===== src/rtl/pipelined_adder.sv =====
// pipelined_adder
//   WIDTH-bit adder/subtractor broken into STAGES carry chunks of CHUNK = WIDTH/STAGES
//   bits. Each pipeline stage adds one chunk and registers its carry. Operand chunks
//   that have not been added yet ride along with the beat. Sum chunks that are already
//   complete also ride along, so every chunk of a beat leaves the pipe on the same cycle.
//   Valid/ready on both sides; one global advance lets the whole pipe shift or hold.
//
// Ports
//   clk      in   clock, rising edge
//   rst      in   asynchronous reset, active high
//   a, b     in   WIDTH-bit operands
//   c_in     in   carry-in, used in add mode only
//   sub      in   0: a+b+c_in, 1: a-b (computed as a+~b+1)
//   s_valid  in   input beat valid
//   s_ready  out  input accepted this cycle when s_valid is high
//   sum      out  WIDTH-bit result
//   c_out    out  carry out of the MSB (in sub mode, 1 means no borrow)
//   ovf      out  two's-complement signed overflow
//   m_valid  out  output beat valid
//   m_ready  in   downstream accepts the output beat
module pipelined_adder #(
   parameter int WIDTH  = 32,
   parameter int STAGES = 4
) (
   input  logic             clk,
   input  logic             rst,
   input  logic [WIDTH-1:0] a,
   input  logic [WIDTH-1:0] b,
   input  logic             c_in,
   input  logic             sub,
   input  logic             s_valid,
   output logic             s_ready,
   output logic [WIDTH-1:0] sum,
   output logic             c_out,
   output logic             ovf,
   output logic             m_valid,
   input  logic             m_ready
);

   localparam int CHUNK = WIDTH / STAGES;

   logic             adv;
   logic [WIDTH-1:0] b_eff;
   logic             cy_init;

   // The pipe has no internal skid, so every stage moves or holds together.
   assign adv     = m_ready | ~m_valid;
   assign s_ready = adv & ~rst;
   assign b_eff   = sub ? ~b : b;
   assign cy_init = sub | c_in;

   for (genvar k = 0; k < STAGES; k++) begin : g_stg
      // RW: width of the operand chunks that have not been added when the beat enters stage k.
      // SW: width of the completed sum after stage k.
      localparam int RW = (STAGES - k) * CHUNK;
      localparam int SW = (k + 1) * CHUNK;

      logic           v_in;
      logic           cy_in;
      logic [RW-1:0]  a_in;
      logic [RW-1:0]  b_in;
      logic [SW-1:0]  s_in;
      logic [CHUNK:0] add;
      logic           v_q;
      logic           cy_q;
      logic [SW-1:0]  s_q;

      assign add = {1'b0, a_in[CHUNK-1:0]} + {1'b0, b_in[CHUNK-1:0]} + {{CHUNK{1'b0}}, cy_in};

      if (k == 0) begin : g_head
         assign v_in  = s_valid;
         assign cy_in = cy_init;
         assign a_in  = a;
         assign b_in  = b_eff;
         assign s_in  = add[CHUNK-1:0];
      end else begin : g_body
         assign v_in  = g_stg[k-1].v_q;
         assign cy_in = g_stg[k-1].cy_q;
         assign a_in  = g_stg[k-1].g_ops.a_q;
         assign b_in  = g_stg[k-1].g_ops.b_q;
         assign s_in  = {add[CHUNK-1:0], g_stg[k-1].s_q};
      end

      // Data loads only with a valid beat, so bubbles leave the last result on the outputs.
      always_ff @(posedge clk or posedge rst) begin
         if (rst) begin
            v_q  <= 1'b0;
            cy_q <= 1'b0;
            s_q  <= '0;
         end else if (adv) begin
            v_q <= v_in;
            if (v_in) begin
               cy_q <= add[CHUNK];
               s_q  <= s_in;
            end
         end
      end

      if (k < STAGES - 1) begin : g_ops
         logic [RW-CHUNK-1:0] a_q;
         logic [RW-CHUNK-1:0] b_q;

         always_ff @(posedge clk or posedge rst) begin
            if (rst) begin
               a_q <= '0;
               b_q <= '0;
            end else if (adv && v_in) begin
               a_q <= a_in[RW-1:CHUNK];
               b_q <= b_in[RW-1:CHUNK];
            end
         end
      end else begin : g_tail
         logic ovf_q;

         // The top chunk carries the operand MSBs, so overflow is resolved here.
         always_ff @(posedge clk or posedge rst) begin
            if (rst) begin
               ovf_q <= 1'b0;
            end else if (adv && v_in) begin
               ovf_q <= (a_in[RW-1] == b_in[RW-1]) & (add[CHUNK-1] != a_in[RW-1]);
            end
         end
      end
   end

   assign sum     = g_stg[STAGES-1].s_q;
   assign c_out   = g_stg[STAGES-1].cy_q;
   assign m_valid = g_stg[STAGES-1].v_q;
   assign ovf     = g_stg[STAGES-1].g_tail.ovf_q;

endmodule


===== config.mk =====
export PLATFORM = sky130hd
export DESIGN_NAME = pipelined_adder
export DESIGN_NICKNAME = d
export VERILOG_FILES = /design/src/rtl/pipelined_adder.sv
export SDC_FILE = /design/constraint.sdc
export NUM_CORES = 1
export LEC_CHECK = 0
export BUFFER_PORTS_ARGS = -buffer_cell sky130_fd_sc_hd__buf_2
export CAP_MARGIN = 20
export CORE_MARGIN = 8
export CORE_UTILIZATION = 58
export CTS_BUF_LIST = sky130_fd_sc_hd__clkbuf_16
export DETAILED_ROUTE_END_ITERATION = 10
export PLACE_DENSITY_LB_ADDON = 0.2
export SLEW_MARGIN = 20
export SYNTH_ARGS = -nofsm -noshare
export SYNTH_HDL_FRONTEND = slang
export SYNTH_SLANG_ARGS = --single-unit
export TNS_END_PERCENT = 30

===== constraint.sdc =====
create_clock -name clk -period 6.83 [get_ports clk]
set_input_delay 1.366 -clock clk [delete_from_list [all_inputs] [get_ports clk]]
set_output_delay 1.366 -clock clk [all_outputs]
set_load 0.05 [all_outputs]

==> impl_metrics.py, run 1 <==
metrics = {
    "synth": {
        "ys_seq_area_frac": 0.5518,
        "synth_seq_cells": 185,
        "yosys_most_used_dff": "dfrtp_1",
        "synth_nets": 760,
        "synthCells": 654,
        "avgSynthCellArea_um2": 12.83,
        "synthArstFlopShare": 1.000,
        "syn-cell-area_um2": 8389,
        "yosys_warnings": 0,
        "ys_types": 36,
        "synth_edf_count": 0,
    },
    "final_layout": {
        "num-fill-cells": 1112,
        "area_growth_pct": 12.53,
        "drive_above_1_share": 0.3456,
        "layout_commonest_cell": "dfrtp_1",
        "diodes": 0,
        "seq_area_um2": 4629,
        "final_nets": 857,
        "layout_common_cells": "dfrtp_1, mux2_2, buf_2, nand2_1, o21ai_0",
        "multi_input_area_um2": 3512,
        "postLayoutCoreUtil": 0.6595,
    },
    "place": {
        "place.gp.congestion": 0.8570,
        "dp_hpwl_mm": 10.77,
        "pre_cts_ws_ns": 2.841,
        "port_buffers": 105,
    },
    "worst_setup_path": {
        "required_ns": 7.13,
        "crit_arrival_ns": 3.86,
        "startpoint_type": "input pin",
        "crit_start": "sub",
        "worst_r2r_endpoint": "g_stg[0].s_q[0]",
        "crit_path_end_kind": "flip-flop",
        "reg2reg_from": "m_valid",
        "worstRegToRegCells": 4,
        "worst-r2r-setup-slack_ns": 4.37,
        "crit_type": "input pin to flip-flop",
        "path_max_fanout": 33,
        "cp-endpoint": "g_stg[0].cy_q",
    },
    "sta": {
        "finalMaxSlewViolations": 0,
        "rsz0062_at_grt": "false",
        "relSlewSlack": 0.3300,
        "fmax_ghz": 0.2810,
        "fin_worst_skew_ns": 0.005887,
        "setup_tns_ns": 0,
        "finalCritPeriodShare": 0.5211,
        "worst_slack_ns": 3.271,
        "hold_viol": 0,
        "worst_pin_slew_ns": 1.001,
        "post-route-min-period_ns": 3.559,
        "finalSetupViolCount": 0,
    },
    "global_route": {
        "grt_overflow": 0,
        "grtUsageTotal": 0.1821,
        "grt_pass1_vias": 5513,
        "antenna_found_initial": 0,
        "grt_max_degree": 120,
        "grt_pass1_wl_mm": 26.54,
    },
    "floorplanning": {
        "initial_core_util": 0.5861,
        "io_pins": 106,
        "core.rowCount": 44,
        "fp.dieW_um": 136.3,
        "die_h_um": 136.3,
        "core_um2": 14310,
        "die-area_um2": 18570,
    },
    "detailed_routing": {
        "vias": 5141,
        "viasPerCell": 5.440,
        "drtIter0Drc": 268,
        "ant_nets": 0,
        "drc_errors": 0,
        "wire_per_inst_um": 16.85,
        "totalWireLength_mm": 15.92,
        "first_pass_iters": 6,
    },
    "clocking": {
        "ctsHtreeMaxLevel": 4,
        "ctsResizeCount": 0,
        "cts_tree": "done",
        "cts_buffers": 17,
        "insertion_delay_ns": 0.42,
        "cts-root-buf": "clkbuf_16",
        "cts.sinks": 185,
        "ctsHoldBuffers": 0,
        "worst_setup_hold_path_clk_slew_ns": 0.06,
        "post_cts_buffers": 0,
        "clk_path_buf_depth": 2,
    },
    "run": {
        "maxCapViolations": 0,
    },
    "power_and_ir_drop": {
        "ir_worst_vdd_uv": 231.1,
        "p_leak_nw": 4.417,
        "p_per_area_nw_per_um2": 505.2,
    },
    "run_status": {
        "status": "completed",
    },
    "min_path": {
        "hp-class": "flip-flop to flip-flop",
    },
}
## cell usage after synthesis (7+ instances only)
master,instances,area [um2]
a21oi_1,22,110.1
buf_2,7,35.03
buf_4,14,105.1
dfrtp_1,185,4629
fa_1,8,160.2
ha_1,28,350.3
inv_1,12,45.04
mux2_2,122,1374
nand2_1,63,236.5
nand2b_1,8,50.05
nor2_1,10,37.54
nor3_1,11,55.05
o21ai_0,56,280.3
xnor2_1,28,245.2
xor2_1,27,236.5
## area by class of cell
type                            count  share of cell area
Inverter                           12            0.005567
Clock inverter                     12            0.005302
Timing Repair Buffer              107             0.05726
Sequential cell                   185              0.4904
Multi-Input combinational cell    428              0.3720
Tap cell                          184             0.02439
Clock buffer                       17             0.04506
## worst max-delay path, cell delays in order
cell and delay, ns:
buf_2 0.73, xor2_1 0.20, fa_1 0.48, inv_1 0.09, fa_1 0.21, nor2b_1 0.08, o31ai_2 0.26, a21oi_1 0.13
o2111ai_1 0.20, nand3_1 0.10
## state kept, by name, indices dropped and copies added (netlist names)
register         count
sum                 32
g_stg.v_q            3
c_out                1
g_stg.cy_q           3
g_stg.g_ops.b_q     48
ovf                  1
m_valid              1
g_stg.s_q           48
g_stg.g_ops.a_q     48
## per-stage QoR
step                      instance area [um2]  total power, mW  hold WS (ns)  std cells
after CTS                                9438            4.825        0.4810        945
after global routing                     9440            5.090        0.4973        945
after floorplan                          8389            3.533        0.4446        654
final                                    9440            4.770        0.4745        945
after detailed placement                 8962            3.983        0.4672        916
after global placement                   8957            3.864        0.4572        916
## power breakdown
group          switching [mW]  internal, mW  total (mW)
combinational            1.18         0.901        2.09
clock                   0.375         0.445       0.820
sequential              0.274          1.59        1.86
## worst min path at each step
stage                                  end  slack [ns]                    from  depth (start not counted)
floorplan                  g_stg[0].s_q[6]        0.44         g_stg[0].s_q[6]                          2
global placement          g_stg[1].s_q[11]        0.46        g_stg[1].s_q[11]                          2
detailed placement  g_stg[0].g_ops.b_q[21]        0.47  g_stg[0].g_ops.b_q[21]                          2
CTS                 g_stg[0].g_ops.b_q[21]        0.48  g_stg[0].g_ops.b_q[21]                          2
global route        g_stg[0].g_ops.b_q[21]        0.50  g_stg[0].g_ops.b_q[21]                          2
finish              g_stg[0].g_ops.b_q[21]        0.47  g_stg[0].g_ops.b_q[21]                          2
## kinds of logic after synthesis
kind of cell / synth area share
adder cells (fa/ha/maj): 0.06085
AND/OR/NAND/NOR: 0.05295
XOR/XNOR: 0.05742
flip-flops: 0.5518
multiplexers: 0.1727
AO/OA/AOI/OAI: 0.07412
buffers and inverters: 0.03013
## metal layers
metal | vias to the layer above | share of wire | GRT usage
li1 | 2459 | - | -
met1 | 2552 | 0.45 | 0.2239
met2 | 105 | 0.50 | 0.3093
met3 | 25 | 0.035 | 0.03954
met4 | 0 | 0.018 | 0.06711
met5 | - | 0 | 0
No activity file was read; power rests on OpenSTA's default activity.
==> run 2: changes to the inputs <==
- clock period: 6.83 -> 3.7 ns (I/O delays scaled with it)
==> run 2 against run 1 <==
  * Clock skew decreased by 0.00061 ns
  * Design area is 2.1% higher
  * Core utilization increased by 1.4 points
  * First-iteration DRC count fell by 3.7%
  * Combinational power increased by 85%
  * Via count down 0.84%
  * Final cell count grew 0.95%
  * Critical path depth unchanged
  * Sequential share of layout area is 1.0 points lower
  * Sequential power rose by 85%
  * Critical endpoint unchanged
==> impl_metrics.py, run 2 (synthesis results as in run 1) <==
metrics = {
    "global_route": {
        "grt_pass1_vias": 5581,
        "grtUsageTotal": 0.1851,
        "grt_pass1_wl_mm": 27.12,
        "grt_use_met2": 0.3077,
        "grt_max_degree": 125,
        "grt_use_met1": 0.2332,
        "grt_overflow": 0,
        "grtUsageMet3": 0.04065,
        "antenna_found_initial": 0,
        "grt.busiest_layer": "met2",
    },
    "clocking": {
        "cts_tree": "done",
        "cts-root-buf": "clkbuf_16",
        "clk_path_buf_depth": 2,
        "insertion_delay_ns": 0.43,
        "worst_setup_hold_path_clk_slew_ns": 0.06,
        "post_cts_buffers": 0,
        "ctsHoldBuffers": 0,
        "ctsHtreeMaxLevel": 4,
        "cts_buffers": 17,
        "ctsResizeCount": 0,
        "cts.sinks": 185,
    },
    "detailed_routing": {
        "drc_errors": 0,
        "totalWireLength_mm": 16.00,
        "first_pass_iters": 4,
        "drtIter0Drc": 258,
        "wire_per_inst_um": 16.77,
        "ant_nets": 0,
        "vias": 5098,
        "viasPerCell": 5.344,
    },
    "worst_setup_path": {
        "required_ns": 4.01,
        "crit_arrival_ns": 2.68,
        "startpoint_type": "input pin",
        "crit_path_end_kind": "flip-flop",
        "path_max_fanout": 4,
        "crit_type": "input pin to flip-flop",
    },
    "sta": {
        "hold_viol": 0,
        "rsz0062_at_grt": "false",
        "finalSetupViolCount": 0,
        "worst_pin_slew_ns": 0.9687,
        "relSlewSlack": 0.3519,
        "finalCritPeriodShare": 0.6409,
        "setup_tns_ns": 0,
        "finalMaxSlewViolations": 0,
        "post-route-min-period_ns": 2.371,
        "fmax_ghz": 0.4217,
        "fin_hold_ws_ns": 0.3781,
        "fin_worst_skew_ns": 0.005272,
    },
    "final_layout": {
        "drive_above_1_share": 0.3584,
        "reg.largest.list": "g_stg.g_ops.a_q x48, g_stg.g_ops.b_q x48, g_stg.s_q x48",
        "diodes": 0,
        "fin_area_um2": 9637,
        "layout_commonest_cell": "dfrtp_1",
        "area_growth_pct": 14.87,
        "final_nets": 863,
        "postLayoutCoreUtil": 0.6733,
        "layout_common_cells": "dfrtp_1, mux2_2, buf_2, nand2_1, o21ai_0",
    },
    "place": {
        "placed_cell_area_um2": 9026,
        "place.gp.congestion": 0.8340,
        "port_buffers": 105,
        "dp_hpwl_mm": 10.91,
    },
    "min_path": {
        "hp-class": "input pin to asynchronous set/reset pin",
    },
    "floorplanning": {
        "initial_core_util": 0.5861,
        "die_h_um": 136.3,
        "core.rowCount": 44,
        "fp.dieW_um": 136.3,
        "core_um2": 14310,
        "io_pins": 106,
        "die-area_um2": 18570,
    },
    "run": {
        "maxCapViolations": 0,
    },
    "power_and_ir_drop": {
        "ir_worst_vdd_uv": 377.5,
        "p_per_area_nw_per_um2": 954.6,
        "p_leak_nw": 4.489,
    },
    "run_status": {
        "status": "completed",
    },
}
-- run 2: cell types whose count changed in the layout (fill, tap and decap cells not counted) --
cell        change
nand2_4         -1
bufinv_16       +4
buf_12          +2
clkinv_4        +1
clkinvlp_4      +4
buf_4           +4
clkinv_1        -2
nand2_2         +1
inv_1           -2
inv_8           -1
clkinv_2        -2
inv_6           +1
-- run 2: metrics by stage --
stage	setup WS [ns]	std cells	power [mW]
after floorplan	0.5815	654	6.522
after global placement	0.9945	922	7.142
after detailed placement	0.8906	922	7.349
after CTS	1.329	954	9.286
after global routing	1.145	954	9.818
final	1.329	954	9.200
-- run 2: worst max-delay path: stages --
cell,delay [ns]
buf_2,0.13
or2_2,0.30
fa_1,0.42
inv_1,0.09
fa_1,0.21
nor2b_1,0.08
o31ai_2,0.27
a21oi_1,0.15
o2111ai_1,0.20
nand3_1,0.09
-- run 2: per-layer routing --
metal  part of all wire  wire (um)
met5                  0          0
met4              0.015        238
met2               0.50       8031
met3              0.038        614
met1               0.44       7116
-- run 2: area by class of cell --
type	instances	area (um2)
well taps	184	230.2
clock buffers	17	425.4
repair buffers	113	610.6
multi-input cells	428	3507
inverters	12	48.80
fillers	1071	4677
flip-flops and latches	185	4629
clock inverters	15	185.2
-- run 2: worst paths after layout --
check | start | endpoint | slack (ns) | cells past startpoint
setup reg to reg | g_stg[2].cy_q | sum[30] | 1.35 | 7
max in group asynchronous | rst | sum[27] | 2.33 | 3
hold / removal | rst | sum[15] | 0.38 | 2
hold reg to reg | sum[26] | sum[26] | 0.47 | 2
setup / recovery | sub | g_stg[0].cy_q | 1.33 | 10
min in group clk | sum[26] | sum[26] | 0.47 | 2
-- run 2: report_power, final --
part	switching (mW)	internal, mW	leakage [nW]
Sequential	0.517	2.94	2.23
Combinational	2.19	1.68	1.95
Clock	0.755	1.12	0.300
==> run 3: changes to the inputs <==
- CORE_UTILIZATION: 58 -> 52
- clock period: 3.7 -> 2 ns (I/O delays scaled with it)
==> run 3 against run 2 <==
  * The flow now finishes with violations (setup timing)
  * Routed wire length grew 1.9%
  * Critical path depth did not move
  * Sequential share of layout area down 1.2 points
  * Global-route usage is 1.4 points lower
  * Via count grew 1.8%
  * Clock skew up 0.0049 ns
  * Clock power rose by 52%
  * Design area up 2.6%
  * First-iteration DRC count grew 5.8%
  * Critical endpoint is now g_stg[0].s_q[6]
  * Non-clock buffer count increased by 22
  * Total power rose by 84%
  * Register-to-register slack worse by 1.4 ns
==> impl_metrics.py, run 3 (synthesis results as in run 1) <==
metrics = {
    "final_layout": {
        "diodes": 0,
        "area_growth_pct": 17.84,
        "layout_commonest_cell": "dfrtp_1",
        "final_nets": 885,
        "layout_common_cells": "dfrtp_1, mux2_2, buf_2, nand2_1, o21ai_0",
        "reg.largest.list": "g_stg.g_ops.a_q x48, g_stg.g_ops.b_q x48, g_stg.s_q x48",
        "drive_above_1_share": 0.4046,
        "fin_area_um2": 9886,
        "stdcell_count": 1007,
        "postLayoutCoreUtil": 0.6246,
    },
    "worst_setup_path": {
        "path_max_fanout": 4,
        "crit_arrival_ns": 2.35,
        "crit_path_end_kind": "flip-flop",
        "crit_type": "input pin to flip-flop",
        "startpoint_type": "input pin",
        "required_ns": 2.31,
        "worst-r2r-setup-slack_ns": -0.03,
    },
    "clocking": {
        "cts-root-buf": "clkbuf_16",
        "cts_buffers": 17,
        "clk_path_buf_depth": 2,
        "worst_setup_hold_path_clk_slew_ns": 0.06,
        "ctsHtreeMaxLevel": 4,
        "cts_tree": "done",
        "cts.sinks": 185,
        "insertion_delay_ns": 0.42,
    },
    "global_route": {
        "grt_pass1_vias": 5639,
        "grtUsageTotal": 0.1708,
        "grt_max_degree": 139,
        "grt_overflow": 0,
        "antenna_found_initial": 0,
        "grt_pass1_wl_mm": 27.46,
    },
    "floorplanning": {
        "die_h_um": 143.0,
        "core.rowCount": 46,
        "die-area_um2": 20450,
        "initial_core_util": 0.5300,
        "io_pins": 106,
        "core_um2": 15830,
        "fp.dieW_um": 143.0,
    },
    "sta": {
        "worst_slack_ns": -0.04187,
        "fin_worst_skew_ns": 0.01013,
        "finalSetupViolCount": 3,
        "finalMaxSlewViolations": 0,
        "post-route-min-period_ns": 2.042,
        "relSlewSlack": 0.5011,
        "finalCritPeriodShare": 1.021,
        "worst_pin_slew_ns": 0.7484,
        "hold_viol": 0,
        "fmax_ghz": 0.4897,
        "rsz0062_at_grt": "true",
    },
    "detailed_routing": {
        "vias": 5192,
        "wire_per_inst_um": 16.20,
        "drtIter0Drc": 273,
        "viasPerCell": 5.156,
        "first_pass_iters": 4,
        "drc_errors": 0,
        "totalWireLength_mm": 16.31,
        "ant_nets": 0,
    },
    "place": {
        "placed_cell_area_um2": 9231,
        "port_buffers": 105,
        "dp.cells": 971,
        "pre_cts_ws_ns": -0.5487,
        "dp_hpwl_mm": 11.63,
        "place.gp.congestion": 0.7828,
    },
    "run": {
        "maxCapViolations": 0,
    },
    "min_path": {
        "hp-class": "input pin to asynchronous set/reset pin",
    },
    "power_and_ir_drop": {
        "p_leak_nw": 4.579,
        "p_per_area_nw_per_um2": 1711,
        "ir_worst_vdd_uv": 1071,
        "power_mw": 16.92,
    },
    "run_status": {
        "failed_checks": "setup timing",
        "status": "complete, but fails checks",
    },
}
-- run 3: changes by cell type in the layout (fill, tap and decap cells not counted), sizes merged --
cell	previous run	this run
clkbuf	17	18
clkinv	4	8
bufinv	4	0
buf	113	134
clkinvlp	4	3
-- run 3: area by class of cell --
| cell class | count | area (um2) |
|---|---|---|
| fillers | 1251 | 5942 |
| multi-input cells | 428 | 3612 |
| inverters | 12 | 48.80 |
| clock buffers | 17 | 425.4 |
| repair buffers | 135 | 828.3 |
| clock inverters | 14 | 71.32 |
| flip-flops and latches | 185 | 4629 |
| well taps | 216 | 270.3 |
-- run 3: per-stage QoR --
stage               hold slack [ns]  setup TNS [ns]
finish                       0.1834         -0.1006
global route                 0.1943         -0.8483
CTS                          0.1949        -0.05936
detailed placement           0.4655          -4.072
global placement             0.4607          -2.656
floorplan                    0.4446         -146.27
-- run 3: path summary, 6_finish.rpt --
| kind | from | endpoint | cells after the start |
|---|---|---|---|
| setup / recovery | sub | g_stg[0].s_q[6] | 10 |
| hold / removal | rst | g_stg[0].g_ops.a_q[8] | 3 |
| setup reg to reg | g_stg[1].g_ops.b_q[0] | g_stg[2].s_q[22] | 7 |
| hold reg to reg | g_stg[0].g_ops.b_q[20] | g_stg[0].g_ops.b_q[20] | 2 |
| max in group asynchronous | rst | g_stg[2].g_ops.a_q[5] | 3 |
| min in group clk | a[11] | g_stg[0].g_ops.a_q[3] | 2 |
-- run 3: critical path: stages --
cell	delay (ns)
clkbuf_4	0.17
or2_2	0.32
fa_2	0.36
inv_1	0.09
fa_2	0.22
nor2b_2	0.05
o31ai_2	0.21
buf_4	0.17
a21oi_2	0.06
o31ai_2	0.29
-- run 3: routing by layer --
layer	global-route usage	up-vias	share of wire
met5	0	-	0
met4	0.05089	0	0.0099
met3	0.04407	13	0.037
met2	0.2880	86	0.51
met1	0.2114	2585	0.45
li1	-	2508	-
-- run 3: timing repair --
action                                  in CTS  in global routing
hold buffers                                 0                  0
endpoints found under the setup margin      17                 18
resized for setup                           24                 10
buffers inserted                             3                  2
pin swaps                                   13                  8
-- run 3: power breakdown --
part / internal (mW) / switching, mW
registers: 5.43 / 0.940
clock network: 1.54 / 1.31
logic: 3.47 / 4.23
total: 10.4 / 6.48
